File: config.mk
export PLATFORM = sky130hd
export DESIGN_NAME = cpu_sequencer
export DESIGN_NICKNAME = d
export VERILOG_FILES = /design/src/rtl/cpu_sequencer.sv
export SDC_FILE = /design/constraint.sdc
export NUM_CORES = 1
export LEC_CHECK = 0
export CAP_MARGIN = 20
export CORE_UTILIZATION = 40
export CTS_BUF_LIST = sky130_fd_sc_hd__clkbuf_16
export CTS_CLUSTER_SIZE = 16
export DETAILED_ROUTE_END_ITERATION = 6
export PLACE_DENSITY = 0.7
export SLEW_MARGIN = 0
export SYNTH_ARGS = -nofsm -noshare
export SYNTH_HDL_FRONTEND = slang
export SYNTH_SLANG_ARGS = --single-unit
File: constraint.sdc
create_clock -name CLK -period 2.5 [get_ports CLK]
set_input_delay 0.375 -clock CLK [delete_from_list [all_inputs] [get_ports CLK]]
set_output_delay 0.375 -clock CLK [all_outputs]
set_load 0.1 [all_outputs]
File: src/rtl/cpu_sequencer.sv
// rtl/cpu_sequencer.sv - multi-cycle fetch/decode/exec/writeback control sequencer for the 8-bit CPU datapath
module cpu_sequencer #(
    parameter int unsigned ALU_WAIT = 2,
    parameter logic [31:0] PC_STEP  = 32'd4
) (
    input  logic        CLK,
    input  logic        RESET,
    input  logic        RUN,
    output logic        IMEM_REQ,
    input  logic        IMEM_READY,
    input  logic [31:0] IMEM_DATA,
    output logic [31:0] PC,
    output logic [2:0]  INADDRESS,
    output logic [2:0]  OUT1ADDRESS,
    output logic [2:0]  OUT2ADDRESS,
    output logic [7:0]  IMMEDIATE,
    output logic [2:0]  ALUOP,
    output logic        IMM_SEL,
    output logic        NEG_SEL,
    output logic        WRITE,
    output logic        BUSY,
    output logic        ILLEGAL
);

    typedef enum logic [2:0] {
        S_IDLE   = 3'd0,
        S_FETCH  = 3'd1,
        S_DECODE = 3'd2,
        S_EXEC   = 3'd3,
        S_WB     = 3'd4
    } state_t;

    // A zero settle time still needs one EXEC cycle so WB sees stable controls.
    localparam logic [7:0] WAIT_LOAD = (ALU_WAIT == 0) ? 8'd1 : 8'(ALU_WAIT);

    localparam logic [2:0] OP_LOADI = 3'b000;
    localparam logic [2:0] OP_ADD   = 3'b001;
    localparam logic [2:0] OP_AND   = 3'b010;
    localparam logic [2:0] OP_OR    = 3'b011;
    localparam logic [2:0] OP_SUB   = 3'b100;

    state_t      state_q, state_d;
    logic [31:0] pc_q, pc_d;
    logic [31:0] ir_q, ir_d;
    logic [7:0]  cnt_q, cnt_d;
    // Set once an instruction has been latched; keeps decode controls at 0
    // after reset even though IR=0 would otherwise decode as loadi.
    logic        dv_q, dv_d;

    logic [2:0]  opcode;
    logic        legal;
    logic        unused_ir;

    assign opcode    = ir_q[31:29];
    assign legal     = (opcode <= OP_SUB);
    assign unused_ir = ^{ir_q[28:19], ir_q[15:11]};

    // State, PC, instruction register and wait counter; reset clears everything at once.
    always_ff @(posedge CLK or negedge RESET) begin
        if (!RESET) begin
            state_q <= S_IDLE;
            pc_q    <= 32'd0;
            ir_q    <= 32'd0;
            cnt_q   <= 8'd0;
            dv_q    <= 1'b0;
        end else begin
            state_q <= state_d;
            pc_q    <= pc_d;
            ir_q    <= ir_d;
            cnt_q   <= cnt_d;
            dv_q    <= dv_d;
        end
    end

    // Next-state logic plus the handshake, write and illegal strobes.
    always_comb begin
        state_d  = state_q;
        pc_d     = pc_q;
        ir_d     = ir_q;
        cnt_d    = cnt_q;
        dv_d     = dv_q;
        IMEM_REQ = 1'b0;
        WRITE    = 1'b0;
        ILLEGAL  = 1'b0;
        case (state_q)
            S_IDLE: begin
                if (RUN) state_d = S_FETCH;
            end
            S_FETCH: begin
                IMEM_REQ = 1'b1;
                if (IMEM_READY) begin
                    ir_d    = IMEM_DATA;
                    dv_d    = 1'b1;
                    state_d = S_DECODE;
                end
            end
            S_DECODE: begin
                if (legal) begin
                    cnt_d   = WAIT_LOAD;
                    state_d = S_EXEC;
                end else begin
                    ILLEGAL = 1'b1;
                    pc_d    = pc_q + PC_STEP;
                    state_d = RUN ? S_FETCH : S_IDLE;
                end
            end
            S_EXEC: begin
                cnt_d = cnt_q - 8'd1;
                if (cnt_q <= 8'd1) state_d = S_WB;
            end
            S_WB: begin
                WRITE   = 1'b1;
                pc_d    = pc_q + PC_STEP;
                state_d = RUN ? S_FETCH : S_IDLE;
            end
            default: state_d = S_IDLE;
        endcase
    end

    // Decode controls straight from the registered IR so they hold between instructions.
    always_comb begin
        INADDRESS   = 3'd0;
        OUT1ADDRESS = 3'd0;
        OUT2ADDRESS = 3'd0;
        IMMEDIATE   = 8'd0;
        ALUOP       = 3'b000;
        IMM_SEL     = 1'b0;
        NEG_SEL     = 1'b0;
        if (dv_q) begin
            INADDRESS   = ir_q[18:16];
            OUT1ADDRESS = ir_q[10:8];
            OUT2ADDRESS = ir_q[2:0];
            IMMEDIATE   = ir_q[7:0];
            case (opcode)
                OP_LOADI: IMM_SEL = 1'b1;
                OP_ADD:   ALUOP = 3'b001;
                OP_AND:   ALUOP = 3'b010;
                OP_OR:    ALUOP = 3'b011;
                OP_SUB: begin
                    ALUOP   = 3'b001;
                    NEG_SEL = 1'b1;
                end
                default: ALUOP = 3'b000;
            endcase
        end
    end

    assign PC   = pc_q;
    assign BUSY = (state_q != S_IDLE);

endmodule

# Word level (Yosys, flattened, before mapping)
# Index checks and enable logic that the tools add are counted.
# word_totals
register_bits	76
latchBits	0
ramBits	0
mem_bits_ro	0
in_bits	36
out_inout_bits	58
wordCells	56
mem_count	0
# op_classes
add_sub_neg	2
n_mul	0
div_mod_pow	0
magnitude_cmp	2
n_eq_ne	13
n_shift	0
muxes	24
bitwise	0
n_reduce_logical	10
# op_table
operator	n
32-bit case mux with 2 select lines	1
32-bit by 3-bit adder with 32-bit output (second input constant)	1
32-bit two-way mux	1
3-bit two-way mux	6
8-bit two-way mux	2
8-bit case mux with 2 select lines	1
3-bit case mux with 5 select lines	1
3-bit by 2-bit equality test with 1-bit output (second input constant)	4
2-bit != test (second input constant)	5
1-bit two-way mux	9
8-bit by 1-bit <= comparator with 1-bit output (second input constant)	1
8-bit by 1-bit subtractor with 8-bit output (second input constant)	1
3-bit by 1-bit equality test with 1-bit output (second input constant)	2
3-bit equality test (second input constant)	2
3-bit zero test	2
2-bit case mux with 3 select lines	1
2-bit AND reduction	3
2-bit two-way mux	2
2-bit nonzero test	2
3-bit <= comparator (second input constant)	1
3-bit AND reduction	1
3-bit nonzero test	1
2-bit OR reduction	1

# Logic depth before layout (Yosys ltp)
# logic_depth
depth_word	4
ltp_mapped	6
depth_no_buf	5

# Least setup slack after synthesis
# OpenSTA, ideal clock, no wires.
# synth_timing
path_kind	reg2out
startpoint	register ir_q[31]
endpoint	output IMM_SEL
arrival_ps	3592
t_required_ps	2125
slack_ps	-1467
stages_incl_launch_ff	2
n_path_buf	0
cell_sequence	dfrtp_1 nor4b_1
# synth_between
elab_chain_len	3
# synth_rtl
item	line_no	source
from (decl)	44	logic [31:0] ir_q, ir_d;
from (signal assigned)	69	ir_q <= ir_d;
3-bit zero test	134	case (opcode)
1-bit two-way mux	134	
1-bit two-way mux	129	if (dv_q) begin
to (decl)	18	output logic IMM_SEL,
# No other way between the ends.

# Worst setup path in the final report
# layout_timing
startpoint	register state_q[1]
endpoint	output ILLEGAL
# layout_between
elab_chain_len	2
# layout_rtl
item	line_no	source
from (decl)	42	state_t state_q, state_d;
from (signal assigned)	67	state_q <= state_d;
3-bit by 2-bit equality test with 1-bit output	85	case (state_q)
1-bit two-way mux	85	
to (decl)	22	output logic ILLEGAL
# No other way between the ends.

==> metrics.txt <==
post-synthesis cell type with the largest combined area dfrtp_1; final critical path time including I/O delays and setup 1.99 ns; CP Capture Type primary output; Yosys top cell area share 0.494; Post-Syn Area 2990 sq um; first-pass GRT wire length 10.5 mm; flip-flop cell with the highest count after synthesis dfrtp_1; maximum level of the CTS H-tree 3; signal arrival time at the worst endpoint 1.61 ns; transition at the pin with the smallest max-transition slack 0.645 ns; result of the run finished, final reports clean; number of inserted diodes 0; pin count of the biggest net entering global routing 37; drt via density 5.19; initial core utilization 0.412; gpl congestion 0.795; total of warnings raised by yosys 0; total leakage power 1.79 nW; post-route ant nets 0; CTS buffer count 9; Post-synth EDFFs 0; Post-CTS Setup Inserts 0; setup repair after global routing missed its margin false; vias in the first global route 2182; Setup-failing EPs final 0; detailed router's first-iteration violation count 100; cell depth of the worst flop-to-flop path 5; DP Cell Count 431; worst hold path class in -> async; Area contributors post-synth dfrtp_1, mux2_2, xnor2_1; top cells by instance count after synthesis dfrtp_1, xnor2_1, and2_1, nand2_1, mux2_2; hold violation count in the final report 0; post-CTS sizing 0; All-Layer GR Usage 0.180; proportion of layout cells with a drive suffix above 1 0.314; overall die height 88.4 um; worst-skew pair later-pin latency 0.33 ns; utilization after layout 0.548; WL final 6.55 mm; launch point of the worst path state_q[1]; worst-case clock skew approximately 0.0088 ns; final standard cell count with taps included and fillers excluded 446; clock net sink count 59; Avg Cell Area, Syn 11.2 sq um; number of antenna violations at the first check in global routing 0; areal power density over the cells roughly 1500 nW/um^2; Port-buffer cells 75; Yosys cell types 56; global route overflow 0; TritonCTS clock tree done; root buffer selected by CTS clkbuf_16; Max-Cap Viols 0; Seq/Total Area, Yosys 0.494; Fillers 680; final net count 382; maximum fanout count along the critical path 12; floorplan core area approximately 7300 sq um; Period Utilization, post-route 0.795; most frequent cell after synthesis dfrtp_1; Max Freq 0.503 GHz; Layout area overhead 33.1%; vias after detailed routing 2315; Data required, critical path between 2 and 2.5 ns; highest ir drop seen on vdd 0.743 mV; router iterations before antenna repair 4; final worst slack 0.511 ns; Die Outline Area about 7800 sq um; number of slew-limit violations in the final report 0; hold buffer count at CTS 0; post-placement setup slack 0.618 ns; Seq cells post-synth approximately 60; Reg-to-Reg Start PC[2]; Horiz. Die Dim 88.4 um; Worst setup SP type flip-flop; Worst Path Class, Setup reg -> out; number of buffers between clock root and the deepest sink 2; tightest slew margin relative to the limit 0.566; detailed placement HPWL 4.63 mm; drc violations 0; drt wl/cell 14.7 um; Post-Synthesis Cells 267; clock slew seen by the registers of the worst setup and hold paths 0.06 ns; # rows 31; number of top-level pins 94; fraction of synthesis flops using an asynchronous set or reset pin 1.00
## per-stage QoR
stage / power, W / hold slack [ns] / area (sq um) / setup TNS [ns]
after floorplan: 0.00407 / 0.0794 / 3010 / -0.0611
after global placement: 0.00475 / 0.404 / 3690 / 0
after detailed placement: 0.00480 / 0.406 / 3690 / 0
after CTS: 0.00599 / 0.0591 / 3980 / 0
after global routing: 0.00621 / 0.0935 / 3980 / 0
final: 0.00595 / 0.0462 / 3980 / 0
## logic make-up (layout without fill, tap and decap cells)
| group | after synthesis | count (layout) | synth area share |
|---|---|---|---|
| DFF | 59 | 59 | 0.494 |
| buffers and inverters | 20 | 98 | 0.0410 |
| adders and majority gates | 3 | 3 | 0.0126 |
| other | 1 | 3 | 0.00125 |
| xor gates and xnor gates | 29 | 29 | 0.0850 |
| muxes | 20 | 20 | 0.0745 |
| AOI/OAI and AO/OA | 21 | 21 | 0.0557 |
| and+or+nand+nor | 114 | 114 | 0.236 |
## final timing paths
path                            end  slack [ns]
max                         ILLEGAL        0.51
min                        cnt_q[0]        0.05
max reg2reg                  PC[24]        0.59
min reg2reg                cnt_q[6]        0.47
max in group asynchronous     PC[4]        1.86
min in group CLK           cnt_q[6]        0.47
## power breakdown
group	total (W)	internal [W]	switching, W
logic	0.00330	0.000821	0.00247
registers	0.00147	0.00121	0.000262
clock network	0.00118	0.000757	0.000428
total	0.00595	0.00278	0.00316
## cell usage in the layout, fill, tap and decap left out, types with 3 or more instances in the layout
cell / synthesis / routed
dfrtp_1: 59 / 59
buf_4: 6 / 57
xnor2_1: 20 / 20
clkdlybuf4s50_1: 0 / 19
and2_1: 17 / 17
nand2_1: 17 / 17
mux2_2: 16 / 16
nand4_1: 15 / 15
nand3_1: 15 / 15
nor2_1: 10 / 10
xor2_1: 9 / 9
clkbuf_16: 0 / 9
inv_1: 4 / 5
nor4_1: 4 / 4
o21ai_0: 4 / 4
nor3_1: 5 / 4
o41ai_1: 3 / 3
nor4_2: 3 / 3
ha_1: 3 / 3
conb_1: 1 / 3
## cell type report
class	instances	area [sq um]	area share
inverter	4	15.0	0.00377
tap	99	124	0.0311
clock buffer	9	225	0.0566
multi-input combinational	190	1420	0.356
timing repair buffer	79	663	0.167
clock inverter	6	58.8	0.0148
sequential	59	1480	0.371
## state kept, by name, indices dropped and copies added (netlist names)
register	count
state_q	3
PC	30
dv_q	1
cnt_q	8
ir_q	17
## routing by layer
metal | track usage | vias up | share of wire
met5 | 0 | - | 0
met4 | 0.104 | 0 | 0.024
met3 | 0.0401 | 15 | 0.057
met2 | 0.289 | 68 | 0.47
met1 | 0.224 | 1126 | 0.45
li1 | - | 1106 | -
## worst max-delay path, cell delays in order, from the launching register on
cell and delay (ns):
dfrtp_1 0.55, o211ai_1 0.27, nor2_1 0.25, buf_12 0.21
No activity file was read; power rests on OpenSTA's default activity.
